<file path="src/rtl/scene_sequencer_if.sv">
// Signal bundle between the scene sequencer and its surroundings: scene
// handshakes and pixel streams in, scaled pixel and status out.
interface scene_sequencer_if;
  logic        i_frame;
  logic        i_menu_req;
  logic        i_key_continue;
  logic        i_main_ready;
  logic        i_main_over;
  logic        i_menu_drawing;
  logic [23:0] i_menu_rgb;
  logic        i_main_drawing;
  logic [23:0] i_main_rgb;
  logic        o_main_start;
  logic        o_menu_en;
  logic        o_main_en;
  logic        o_timeout;
  logic [2:0]  o_state;
  logic [4:0]  o_level;
  logic        o_drawing;
  logic [7:0]  o_red;
  logic [7:0]  o_blue;
  logic [7:0]  o_green;

  modport master (
    output i_frame, i_menu_req, i_key_continue, i_main_ready, i_main_over,
           i_menu_drawing, i_menu_rgb, i_main_drawing, i_main_rgb,
    input  o_main_start, o_menu_en, o_main_en, o_timeout, o_state, o_level,
           o_drawing, o_red, o_blue, o_green
  );

  modport slave (
    input  i_frame, i_menu_req, i_key_continue, i_main_ready, i_main_over,
           i_menu_drawing, i_menu_rgb, i_main_drawing, i_main_rgb,
    output o_main_start, o_menu_en, o_main_en, o_timeout, o_state, o_level,
           o_drawing, o_red, o_blue, o_green
  );
endinterface

</file>
<file path="src/rtl/scene_sequencer.sv">
// Scene controller: sequences menu -> fade -> handoff -> fade -> play -> over,
// selects the active scene's pixel stream and scales it by the fade level.
module scene_sequencer #(
  parameter int          FADE_DIV        = 2,
  parameter int          HANDOFF_TIMEOUT = 60,
  parameter int          OVER_LEVEL      = 8,
  parameter logic [23:0] BG_COLOR        = 24'h00FFFF
) (
  input logic              i_clk_pix,
  input logic              i_rst,
  scene_sequencer_if.slave bus
);

  typedef enum logic [2:0] {
    S_MENU     = 3'd0,
    S_FADE_OUT = 3'd1,
    S_HANDOFF  = 3'd2,
    S_FADE_IN  = 3'd3,
    S_PLAY     = 3'd4,
    S_OVER     = 3'd5
  } state_t;

  localparam logic [7:0]  FRM_LAST = 8'(FADE_DIV - 1);
  localparam logic [15:0] TO_LAST  = 16'(HANDOFF_TIMEOUT - 1);
  localparam logic [4:0]  LVL_MAX  = 5'd16;
  localparam logic [4:0]  LVL_OVER = 5'(OVER_LEVEL);

  // Brightness scaling: 255*16 fits in 12 bits, so a 13-bit product is exact.
  function automatic logic [7:0] scale_ch(input logic [7:0] ch, input logic [4:0] lvl);
    logic [12:0] prod;
    prod = {5'd0, ch} * {8'd0, lvl};
    return 8'(prod >> 4);
  endfunction

  state_t      state_q, state_d;
  logic [4:0]  level_q, level_d;
  logic        scene_main_q, scene_main_d;
  logic        tgt_play_q, tgt_play_d;
  logic        main_start_q, main_start_d;
  logic        timeout_q, timeout_d;
  logic [7:0]  frm_q, frm_d;
  logic [15:0] to_q, to_d;
  logic        req_q, key_q, armed_q;
  logic        drawing_q, drawing_d;
  logic [7:0]  red_q, red_d, blue_q, blue_d, green_q, green_d;

  logic        menu_rise, key_rise, tick;
  logic        sel_drawing;
  logic [23:0] sel_rgb, src_rgb;

  // armed_q masks the first cycle after reset so a request held high through
  // reset release is not mistaken for a fresh rising edge.
  assign menu_rise = armed_q & bus.i_menu_req & ~req_q;
  assign key_rise  = armed_q & bus.i_key_continue & ~key_q;

  // Next-state, fade level, counters and scene selection.
  always_comb begin
    state_d      = state_q;
    level_d      = level_q;
    scene_main_d = scene_main_q;
    tgt_play_d   = tgt_play_q;
    timeout_d    = timeout_q;
    frm_d        = frm_q;
    to_d         = to_q;
    tick         = 1'b0;

    if ((state_q == S_FADE_OUT || state_q == S_FADE_IN) && bus.i_frame) begin
      if (frm_q == FRM_LAST) begin
        tick  = 1'b1;
        frm_d = 8'd0;
      end else begin
        frm_d = frm_q + 8'd1;
      end
    end

    unique case (state_q)
      S_MENU: begin
        if (menu_rise) begin
          state_d    = S_FADE_OUT;
          tgt_play_d = 1'b1;
        end
      end
      S_FADE_OUT: begin
        if (tick) begin
          if (level_q == 5'd0) begin
            if (tgt_play_q) begin
              scene_main_d = 1'b1;
              state_d      = S_HANDOFF;
            end else begin
              scene_main_d = 1'b0;
              state_d      = S_FADE_IN;
            end
          end else begin
            level_d = level_q - 5'd1;
          end
        end
      end
      S_HANDOFF: begin
        // Ready takes priority over a timeout landing in the same cycle.
        if (bus.i_main_ready) begin
          state_d    = S_FADE_IN;
          tgt_play_d = 1'b1;
        end else if (bus.i_frame) begin
          if (to_q == TO_LAST) begin
            timeout_d    = 1'b1;
            scene_main_d = 1'b0;
            tgt_play_d   = 1'b0;
            state_d      = S_FADE_IN;
          end else begin
            to_d = to_q + 16'd1;
          end
        end
      end
      S_FADE_IN: begin
        if (tick) begin
          if (level_q == LVL_MAX) begin
            state_d = tgt_play_q ? S_PLAY : S_MENU;
          end else begin
            level_d = level_q + 5'd1;
          end
        end
      end
      S_PLAY: begin
        if (bus.i_main_over) begin
          state_d = S_OVER;
          level_d = LVL_OVER;
        end
      end
      S_OVER: begin
        if (key_rise) begin
          state_d    = S_FADE_OUT;
          tgt_play_d = 1'b0;
        end
      end
      default: state_d = S_MENU;
    endcase

    if (state_d != state_q) begin
      frm_d = 8'd0;
      to_d  = 16'd0;
    end
    main_start_d = (state_d == S_HANDOFF);
  end

  // Pixel selection and scaling, sampled with the current level and scene.
  always_comb begin
    sel_drawing = scene_main_q ? bus.i_main_drawing : bus.i_menu_drawing;
    sel_rgb     = scene_main_q ? bus.i_main_rgb : bus.i_menu_rgb;
    src_rgb     = sel_drawing ? sel_rgb : BG_COLOR;
    drawing_d   = sel_drawing;
    red_d       = scale_ch(src_rgb[23:16], level_q);
    blue_d      = scale_ch(src_rgb[15:8], level_q);
    green_d     = scale_ch(src_rgb[7:0], level_q);
  end

  // Control registers and edge detectors.
  always_ff @(posedge i_clk_pix or posedge i_rst) begin
    if (i_rst) begin
      state_q      <= S_MENU;
      level_q      <= LVL_MAX;
      scene_main_q <= 1'b0;
      tgt_play_q   <= 1'b1;
      main_start_q <= 1'b0;
      timeout_q    <= 1'b0;
      frm_q        <= 8'd0;
      to_q         <= 16'd0;
      req_q        <= 1'b0;
      key_q        <= 1'b0;
      armed_q      <= 1'b0;
    end else begin
      state_q      <= state_d;
      level_q      <= level_d;
      scene_main_q <= scene_main_d;
      tgt_play_q   <= tgt_play_d;
      main_start_q <= main_start_d;
      timeout_q    <= timeout_d;
      frm_q        <= frm_d;
      to_q         <= to_d;
      req_q        <= bus.i_menu_req;
      key_q        <= bus.i_key_continue;
      armed_q      <= 1'b1;
    end
  end

  // Registered pixel output, one cycle behind the input stream.
  always_ff @(posedge i_clk_pix or posedge i_rst) begin
    if (i_rst) begin
      drawing_q <= 1'b0;
      red_q     <= 8'd0;
      blue_q    <= 8'd0;
      green_q   <= 8'd0;
    end else begin
      drawing_q <= drawing_d;
      red_q     <= red_d;
      blue_q    <= blue_d;
      green_q   <= green_d;
    end
  end

  assign bus.o_main_start = main_start_q;
  assign bus.o_menu_en    = ~scene_main_q;
  assign bus.o_main_en    = scene_main_q;
  assign bus.o_timeout    = timeout_q;
  assign bus.o_state      = state_q;
  assign bus.o_level      = level_q;
  assign bus.o_drawing    = drawing_q;
  assign bus.o_red        = red_q;
  assign bus.o_blue       = blue_q;
  assign bus.o_green      = green_q;

endmodule
</file>
<file path="src/flat_wrapper.sv">
// flat-port wrapper written by rule: the top's interface ports become plain ports
module scene_sequencer_flat 
#(
  parameter int          FADE_DIV        = 2,
  parameter int          HANDOFF_TIMEOUT = 60,
  parameter int          OVER_LEVEL      = 8,
  parameter logic [23:0] BG_COLOR        = 24'h00FFFF
)
  (i_clk_pix, i_rst, bus_i_frame, bus_i_menu_req, bus_i_key_continue, bus_i_main_ready, bus_i_main_over, bus_i_menu_drawing, bus_i_menu_rgb, bus_i_main_drawing, bus_i_main_rgb, bus_o_main_start, bus_o_menu_en, bus_o_main_en, bus_o_timeout, bus_o_state, bus_o_level, bus_o_drawing, bus_o_red, bus_o_blue, bus_o_green);
  scene_sequencer_if bus_i ();
  input logic i_clk_pix;
  input logic i_rst;
  input wire logic [$bits(bus_i.i_frame)-1:0] bus_i_frame;
  input wire logic [$bits(bus_i.i_menu_req)-1:0] bus_i_menu_req;
  input wire logic [$bits(bus_i.i_key_continue)-1:0] bus_i_key_continue;
  input wire logic [$bits(bus_i.i_main_ready)-1:0] bus_i_main_ready;
  input wire logic [$bits(bus_i.i_main_over)-1:0] bus_i_main_over;
  input wire logic [$bits(bus_i.i_menu_drawing)-1:0] bus_i_menu_drawing;
  input wire logic [$bits(bus_i.i_menu_rgb)-1:0] bus_i_menu_rgb;
  input wire logic [$bits(bus_i.i_main_drawing)-1:0] bus_i_main_drawing;
  input wire logic [$bits(bus_i.i_main_rgb)-1:0] bus_i_main_rgb;
  output wire logic [$bits(bus_i.o_main_start)-1:0] bus_o_main_start;
  output wire logic [$bits(bus_i.o_menu_en)-1:0] bus_o_menu_en;
  output wire logic [$bits(bus_i.o_main_en)-1:0] bus_o_main_en;
  output wire logic [$bits(bus_i.o_timeout)-1:0] bus_o_timeout;
  output wire logic [$bits(bus_i.o_state)-1:0] bus_o_state;
  output wire logic [$bits(bus_i.o_level)-1:0] bus_o_level;
  output wire logic [$bits(bus_i.o_drawing)-1:0] bus_o_drawing;
  output wire logic [$bits(bus_i.o_red)-1:0] bus_o_red;
  output wire logic [$bits(bus_i.o_blue)-1:0] bus_o_blue;
  output wire logic [$bits(bus_i.o_green)-1:0] bus_o_green;
  assign bus_i.i_frame = bus_i_frame;
  assign bus_i.i_menu_req = bus_i_menu_req;
  assign bus_i.i_key_continue = bus_i_key_continue;
  assign bus_i.i_main_ready = bus_i_main_ready;
  assign bus_i.i_main_over = bus_i_main_over;
  assign bus_i.i_menu_drawing = bus_i_menu_drawing;
  assign bus_i.i_menu_rgb = bus_i_menu_rgb;
  assign bus_i.i_main_drawing = bus_i_main_drawing;
  assign bus_i.i_main_rgb = bus_i_main_rgb;
  assign bus_o_main_start = bus_i.o_main_start;
  assign bus_o_menu_en = bus_i.o_menu_en;
  assign bus_o_main_en = bus_i.o_main_en;
  assign bus_o_timeout = bus_i.o_timeout;
  assign bus_o_state = bus_i.o_state;
  assign bus_o_level = bus_i.o_level;
  assign bus_o_drawing = bus_i.o_drawing;
  assign bus_o_red = bus_i.o_red;
  assign bus_o_blue = bus_i.o_blue;
  assign bus_o_green = bus_i.o_green;
  scene_sequencer #(.FADE_DIV(FADE_DIV), .HANDOFF_TIMEOUT(HANDOFF_TIMEOUT), .OVER_LEVEL(OVER_LEVEL), .BG_COLOR(BG_COLOR)) u_core (.i_clk_pix(i_clk_pix), .i_rst(i_rst), .bus(bus_i));
endmodule
</file>
<file path="config.mk">
export PLATFORM = sky130hd
export DESIGN_NAME = scene_sequencer_flat
export DESIGN_NICKNAME = d
export VERILOG_FILES = /design/src/rtl/scene_sequencer_if.sv /design/src/rtl/scene_sequencer.sv /design/src/flat_wrapper.sv
export SDC_FILE = /design/constraint.sdc
export NUM_CORES = 1
export LEC_CHECK = 0
export BUFFER_PORTS_ARGS = -buffer_cell sky130_fd_sc_hd__buf_2
export CAP_MARGIN = 15
export CORE_MARGIN = 2
export CORE_UTILIZATION = 45
export CTS_BUF_LIST = sky130_fd_sc_hd__clkbuf_4 sky130_fd_sc_hd__clkbuf_8
export DETAILED_ROUTE_END_ITERATION = 8
export PLACE_DENSITY = 0.74
export REMOVE_ABC_BUFFERS = 1
export SLEW_MARGIN = 20
export SYNTH_ARGS = -nofsm -noshare
export SYNTH_HDL_FRONTEND = slang
export SYNTH_SLANG_ARGS = --single-unit
</file>
<file path="constraint.sdc">
create_clock -name i_clk_pix -period 5.3 [get_ports i_clk_pix]
set_input_delay 0 -clock i_clk_pix [delete_from_list [all_inputs] [get_ports i_clk_pix]]
set_output_delay 0 -clock i_clk_pix [all_outputs]
set_load 0.05 [all_outputs]
</file>
==> results_dict.tcl, run 1 <==
set metrics [dict create \
    clock_tree.root_cell "clkbuf_8" \
    crit_path_end_kind "register" \
    drc 0 \
    routed_wl_mm 14.97 \
    whs_ns 0.05738 \
    rsz0062_at_grt "no" \
    holdPathStages 4 \
    fillers 1396 \
    syn_area_sq_um 6718 \
    min_period_over_period_pct 88.73 \
    final_common_cell "inv_1" \
    cts_sinks 64 \
    min_period_ns 4.703 \
    post-place-ws_ns 0.6136 \
    multi_input_area_sq_um 4578 \
    synth-async-reset-ratio_pct 100.0 \
    ant_nets 0 \
    synth-edff-count 0 \
    postSynthCellCount 741 \
    die_area_sq_um 15920 \
    regArea_sq_um 1604 \
    cts_max_level 3 \
    grt_pass1_wl_mm 25.85 \
    synth_ff_type "dfrtp_1" \
    path_cells "buf_12 > mux2i_1 > buf_4 > nor2_1 > and2_1 > fa_1 > fa_1 > inv_1 > fa_1 > inv_1 > ha_1 > and2_1 > and3_1 > a311oi_2 > o21ai_0 > xnor2_1" \
    yosys_warnings 0 \
    port_buffers 93 \
    drtIter0Drc 357 \
    avgSynthCellArea_sq_um 9.066 \
    min_to "u_core.tgt_play_q$_DFFE_PP1P_" \
    crit_fanout 45 \
    setup_violations 0 \
    cpMaxStageDelayCell "fa_1" \
    vias_per_cell 5.392 \
    gr-total-overflow 0 \
    fmax_ghz 0.2126 \
    tritoncts "yes" \
    grt_pass1_vias 5383 \
    finalHoldViolations 0 \
    gp_congestion 0.8296 \
    post_cts.repair.setup_buffers 0 \
    rr_endpoint "u_core.bus.o_red[7]$_DFF_PP0_" \
    synth_top_area_cell "dfrtp_1" \
    initial_core_util_pct 46.22 \
    maxCapViolations 0 \
    critPathArrivalTime_ns 4.95 \
    dr.pass1.iters 7 \
    grtUsageTotal_pct 19.83 \
    grt_max_degree 65 \
    synthTopCellsByArea "dfrtp_1, fa_1, ha_1" \
    ys_ff_latch 64 \
    path_clk_slew_ns 0.07 \
    diodes 0 \
    row_count 44 \
    ys_seq_area_share_pct 23.88 \
    path_class "register to register" \
    clock_latency_ns 0.36 \
    worst_pin_slew_ns 1.042 \
    nets 993 \
    antenna_found_initial 0 \
    yosys.area.top_type_share_pct 23.10 \
    status "finished clean" \
    ys_types 68 \
    rrSetupSlack_ns 0.60 \
    cts_buffers 9 \
    rr_startpoint "u_core.bus.o_main_en$_DFFE_PP0P_" \
    syn_to_final_growth_pct 12.39 \
    max_slew_margin_pct 30.51 \
    critPathMostFrequentCell "fa_1" \
    setup_ws_ns 0.5973 \
    cp-start-kind "register" \
    maxSlewViolCount 0 \
    cpPeakStageDelay_ns 0.55 \
    io_pins 94 \
    die_y_um 126.2 \
    hold_class "primary input to register" \
    clockBufferDepth 2 \
    core_sq_um 14530 \
    vias 5478 \
    mostFrequentLayoutCells "inv_1, buf_2, and2_1" \
    cp.required_ns 5.55 \
    die_w_um 126.2 \
    layout-drive-gt1-share_pct 17.31 \
    hpwl_mm 10.94 \
    skew_ns 0.007863 \
    r2r_cells 16 \
    wl_per_cell_um 14.74 \
    hold_path.startpoint "bus_i_frame" \
]
-- critical path, delay by kind of cell, from the launching register on --
kind,cells,cell delay [ns]
simple gates,4,0.61
flops,1,0.39
compound gates,2,0.77
fa+ha+maj,4,1.91
mux,1,0.21
xor+xnor,1,0.16
buf+inv,4,0.52
-- final cells by class --
class,count,area share (%)
clock buffers,11,1.840
clock inverters,5,0.7789
inverters,97,4.823
multi-input cells,550,60.64
flip-flops and latches,64,21.25
well taps,184,3.049
repair buffers,105,7.623
-- cell families (layout without fill, tap and decap cells) --
family	count (synthesis)	count (layout)	share of synthesized area (%)
AOI/OAI and AO/OA	121	121	12.35
and+or+nand+nor	254	254	21.21
adders and majority gates	109	109	25.78
DFF	64	64	23.88
muxes	10	10	1.527
other	1	1	0.05582
xor gates and xnor gates	55	55	7.171
buffers and inverters	127	218	8.027
-- worst max path at each step --
| stage | start | endpoint | slack (ns) | depth (start not counted) |
|---|---|---|---|---|
| floorplan | u_core.bus.o_main_en$_DFFE_PP0P_ | u_core.bus.o_red[7]$_DFF_PP0_ | -0.17 | 14 |
| global placement | u_core.bus.o_main_en$_DFFE_PP0P_ | u_core.bus.o_blue[5]$_DFF_PP0_ | 0.69 | 15 |
| detailed placement | u_core.bus.o_main_en$_DFFE_PP0P_ | u_core.bus.o_blue[7]$_DFF_PP0_ | 0.61 | 15 |
| CTS | u_core.bus.o_main_en$_DFFE_PP0P_ | u_core.bus.o_blue[7]$_DFF_PP0_ | 0.60 | 15 |
| global route | u_core.bus.o_main_en$_DFFE_PP0P_ | u_core.bus.o_blue[7]$_DFF_PP0_ | 0.20 | 15 |
| finish | u_core.bus.o_main_en$_DFFE_PP0P_ | u_core.bus.o_red[7]$_DFF_PP0_ | 0.60 | 16 |
-- layer usage --
| layer | wire, um | global-route usage [%] | vias up |
|---|---|---|---|
| met3 | 771 | 3.483 | 21 |
| li1 | - | - | 2671 |
| met5 | 0 | 0 | - |
| met1 | 6883 | 27.29 | 2651 |
| met4 | 296 | 6.593 | 0 |
| met2 | 7020 | 31.82 | 135 |
-- through the flow --
step           cell area [sq um]  std cells  utilization [%]  TNS, ns
6_report                    7550       1016            51.95        0
5_1_grt                     7550       1016            51.95        0
4_1_cts                     7550       1016            51.95        0
3_5_place_dp                7322        997            50.38        0
3_3_place_gp                7322        997            50.38        0
2_1_floorplan               6543        711                -  -0.5680
-- Yosys cell counts (3+ instances only) --
| cell type | count |
|---|---|
| nand2b_1 | 4 |
| a21oi_1 | 46 |
| a32oi_1 | 16 |
| nand3_1 | 17 |
| and3_1 | 7 |
| fa_1 | 49 |
| a31oi_1 | 7 |
| clkbuf_8 | 3 |
| buf_2 | 5 |
| a311oi_1 | 3 |
| a31o_2 | 4 |
| dfrtp_1 | 62 |
| nor2_1 | 38 |
| o21bai_1 | 9 |
| inv_1 | 97 |
| xnor2_1 | 32 |
| nor2b_1 | 3 |
| ha_1 | 60 |
| o21ai_0 | 8 |
| a21o_1 | 3 |
| and2_1 | 70 |
| a21boi_0 | 3 |
| and4_1 | 10 |
| mux2i_1 | 8 |
| xor2_1 | 23 |
| nor3_1 | 15 |
| clkbuf_1 | 16 |
| nand2_1 | 56 |
| nand4_1 | 12 |
-- sequential cells by signal, indices dropped and copies added (netlist names) --
register	cells
u_core.armed_q	1
u_core.bus.o_blue	8
u_core.bus.o_drawing	1
u_core.bus.o_green	8
u_core.bus.o_level	5
u_core.bus.o_main_en	1
u_core.bus.o_main_start	1
u_core.bus.o_red	8
u_core.bus.o_state	3
u_core.bus.o_timeout	1
u_core.frm_q	8
u_core.key_q	1
u_core.req_q	1
u_core.tgt_play_q	1
u_core.to_q	16
-- timing repair --
action / 4_1_cts / 5_1_grt
hold buffers: 3 / 0
hold endpoints to repair: 64 / 0
resized for setup: 0 / 0
Power of run 1 is left out: the tool's default activity adds up to more than one toggle a clock period on the data nets, which glitch-free logic cannot reach.
==> run 2: changes to the inputs <==
--- a/config.mk
+++ b/config.mk
@@ -6,11 +6,11 @@
 export NUM_CORES = 1
 export LEC_CHECK = 0
 export BUFFER_PORTS_ARGS = -buffer_cell sky130_fd_sc_hd__buf_2
-export CAP_MARGIN = 15
 export CORE_MARGIN = 2
 export CORE_UTILIZATION = 45
 export CTS_BUF_LIST = sky130_fd_sc_hd__clkbuf_4 sky130_fd_sc_hd__clkbuf_8
 export DETAILED_ROUTE_END_ITERATION = 8
+export MAX_ROUTING_LAYER = met4
 export PLACE_DENSITY = 0.74
 export REMOVE_ABC_BUFFERS = 1
 export SLEW_MARGIN = 20
==> run 2 against run 1 <==
Against the previous run: wire length grew 0.10%; sequential share of layout area did not move; clock skew barely moved; critical path depth shrank 1; global-route usage is 0.60 points higher; cell count is the same; fmax rose by 0.12%; via count shrank 0.20%; count of clock-buffer cells in the layout stayed put; sequential cell count is the same; core utilization stayed put.
==> results_dict.tcl, run 2 (synthesis gave the netlist of run 1 again) <==
set metrics [dict create \
    antenna_found_initial 0 \
    skew_ns 0.007435 \
    maxSlewViolCount 0 \
    cts_max_level 3 \
    die_w_um 126.2 \
    crit_path_end_kind "register" \
    cpMaxStageDelayCell "a311oi_2" \
    path_clk_slew_ns 0.08 \
    hpwl_mm 10.94 \
    mostFrequentLayoutCells "inv_1, buf_2, and2_1" \
    cts_buffers 9 \
    regArea_sq_um 1604 \
    clock_tree.root_cell "clkbuf_8" \
    fillers 1396 \
    routed_wl_mm 14.99 \
    min_period_ns 4.697 \
    critPathMostFrequentCell "fa_1" \
    hold_class "primary input to register" \
    path_cells "buf_12 > nor2_1 > a32oi_1 > and2_1 > fa_1 > fa_1 > inv_1 > fa_1 > inv_1 > ha_1 > a21oi_1 > a21boi_0 > a311oi_2 > o21ai_0 > xnor2_1" \
    finalHoldViolations 0 \
    maxCapViolations 0 \
    die_area_sq_um 15920 \
    vias_per_cell 5.381 \
    core_sq_um 14530 \
    dr.pass1.iters 6 \
    status "finished clean" \
    cp.required_ns 5.54 \
    drc 0 \
    final_common_cell "inv_1" \
    cpPeakStageDelay_ns 0.56 \
    top_register "u_core.to_q" \
    grtUsageTotal_pct 20.43 \
    grt_pass1_vias 5390 \
    grt_pass1_wl_mm 25.88 \
    layout-drive-gt1-share_pct 17.31 \
    grt_max_degree 65 \
    ant_nets 0 \
    syn_to_final_growth_pct 12.39 \
    row_count 44 \
    placed_cell_area_sq_um 7322 \
    wl_per_cell_um 14.75 \
    vias 5467 \
    crit_fanout 45 \
    setup_violations 0 \
    path_class "register to register" \
    clockBufferDepth 2 \
    stdcell_area_sq_um 7550 \
    min_period_over_period_pct 88.63 \
    max_slew_margin_pct 30.56 \
    port_buffers 93 \
    tritoncts "yes" \
    cp-start-kind "register" \
    worst_pin_slew_ns 1.042 \
    drtIter0Drc 359 \
    clock_latency_ns 0.36 \
    diodes 0 \
    multi_input_area_sq_um 4578 \
    initial_core_util_pct 46.22 \
    rsz0062_at_grt "no" \
    io_pins 94 \
    fmax_ghz 0.2129 \
    die_y_um 126.2 \
    largest_reg_flops 16 \
    gp_congestion 0.8422 \
    critPathArrivalTime_ns 4.94 \
    gr-total-overflow 0 \
    cts_sinks 64 \
    nets 993 \
]
## run 2: cell counts in the layout (fill, tap and decap cells not counted)
No cell type changed its count.
## run 2: layer usage
| layer | wire length (um) | vias to the layer above | global-route usage, % |
|---|---|---|---|
| met2 | 7056 | 121 | 31.78 |
| met3 | 637 | 22 | 3.314 |
| li1 | - | 2673 | - |
| met1 | 6993 | 2651 | 27.42 |
| met5 | 0 | - | - |
| met4 | 299 | 0 | 6.593 |
## run 2: layout make-up
type	count	share of cell area (%)
multi-input combinational	550	60.64
sequential	64	21.25
timing repair buffer	105	7.623
inverter	97	4.823
tap	184	3.049
clock buffer	11	1.840
clock inverter	5	0.7789
## run 2: path summary, 6_finish.rpt
check | start | to | slack, ns | cells after the start
max in group asynchronous | i_rst | u_core.bus.o_blue[3]$_DFF_PP0_ | 4.29 | 4
worst min-delay path | bus_i_frame | u_core.tgt_play_q$_DFFE_PP1P_ | 0.07 | 4
worst min register to register | u_core.bus.o_timeout$_DFFE_PP0P_ | u_core.bus.o_timeout$_DFFE_PP0P_ | 0.49 | 1
min in group asynchronous | i_rst | u_core.bus.o_green[0]$_DFF_PP0_ | 0.43 | 4
worst max-delay path | u_core.bus.o_main_en$_DFFE_PP0P_ | u_core.bus.o_blue[7]$_DFF_PP0_ | 0.60 | 15
worst max register to register | u_core.bus.o_main_en$_DFFE_PP0P_ | u_core.bus.o_blue[7]$_DFF_PP0_ | 0.60 | 15
## run 2: critical path: cells and delay by family, from the launching register on
kind	cells	cell delay, ns
buffers and inverters	3	0.31
AND/OR/NAND/NOR	2	0.30
AO/OA/AOI/OAI	5	1.49
XOR/XNOR	1	0.17
flip-flops	1	0.39
adder cells (fa/ha/maj)	4	1.88
## run 2: timing repair
item,4_1_cts,5_1_grt
hold buffers,3,0
buffers inserted,0,0
endpoints found under the hold margin,64,0
resized for setup,0,0
## run 2: through the flow
step                      utilization, %  hold slack, ns  setup slack [ns]  setup TNS [ns]  instances
after floorplan                        -         0.03143           -0.1728         -0.5680        711
after global placement             50.38          0.1202            0.6887               0        997
after detailed placement           50.38          0.1244            0.6136               0        997
after CTS                          51.95         0.03644            0.6039               0       1016
after global routing               51.95          0.1028            0.1948               0       1016
final                              51.95         0.06751            0.6028               0       1016
Power of run 2 is left out for the same reason.
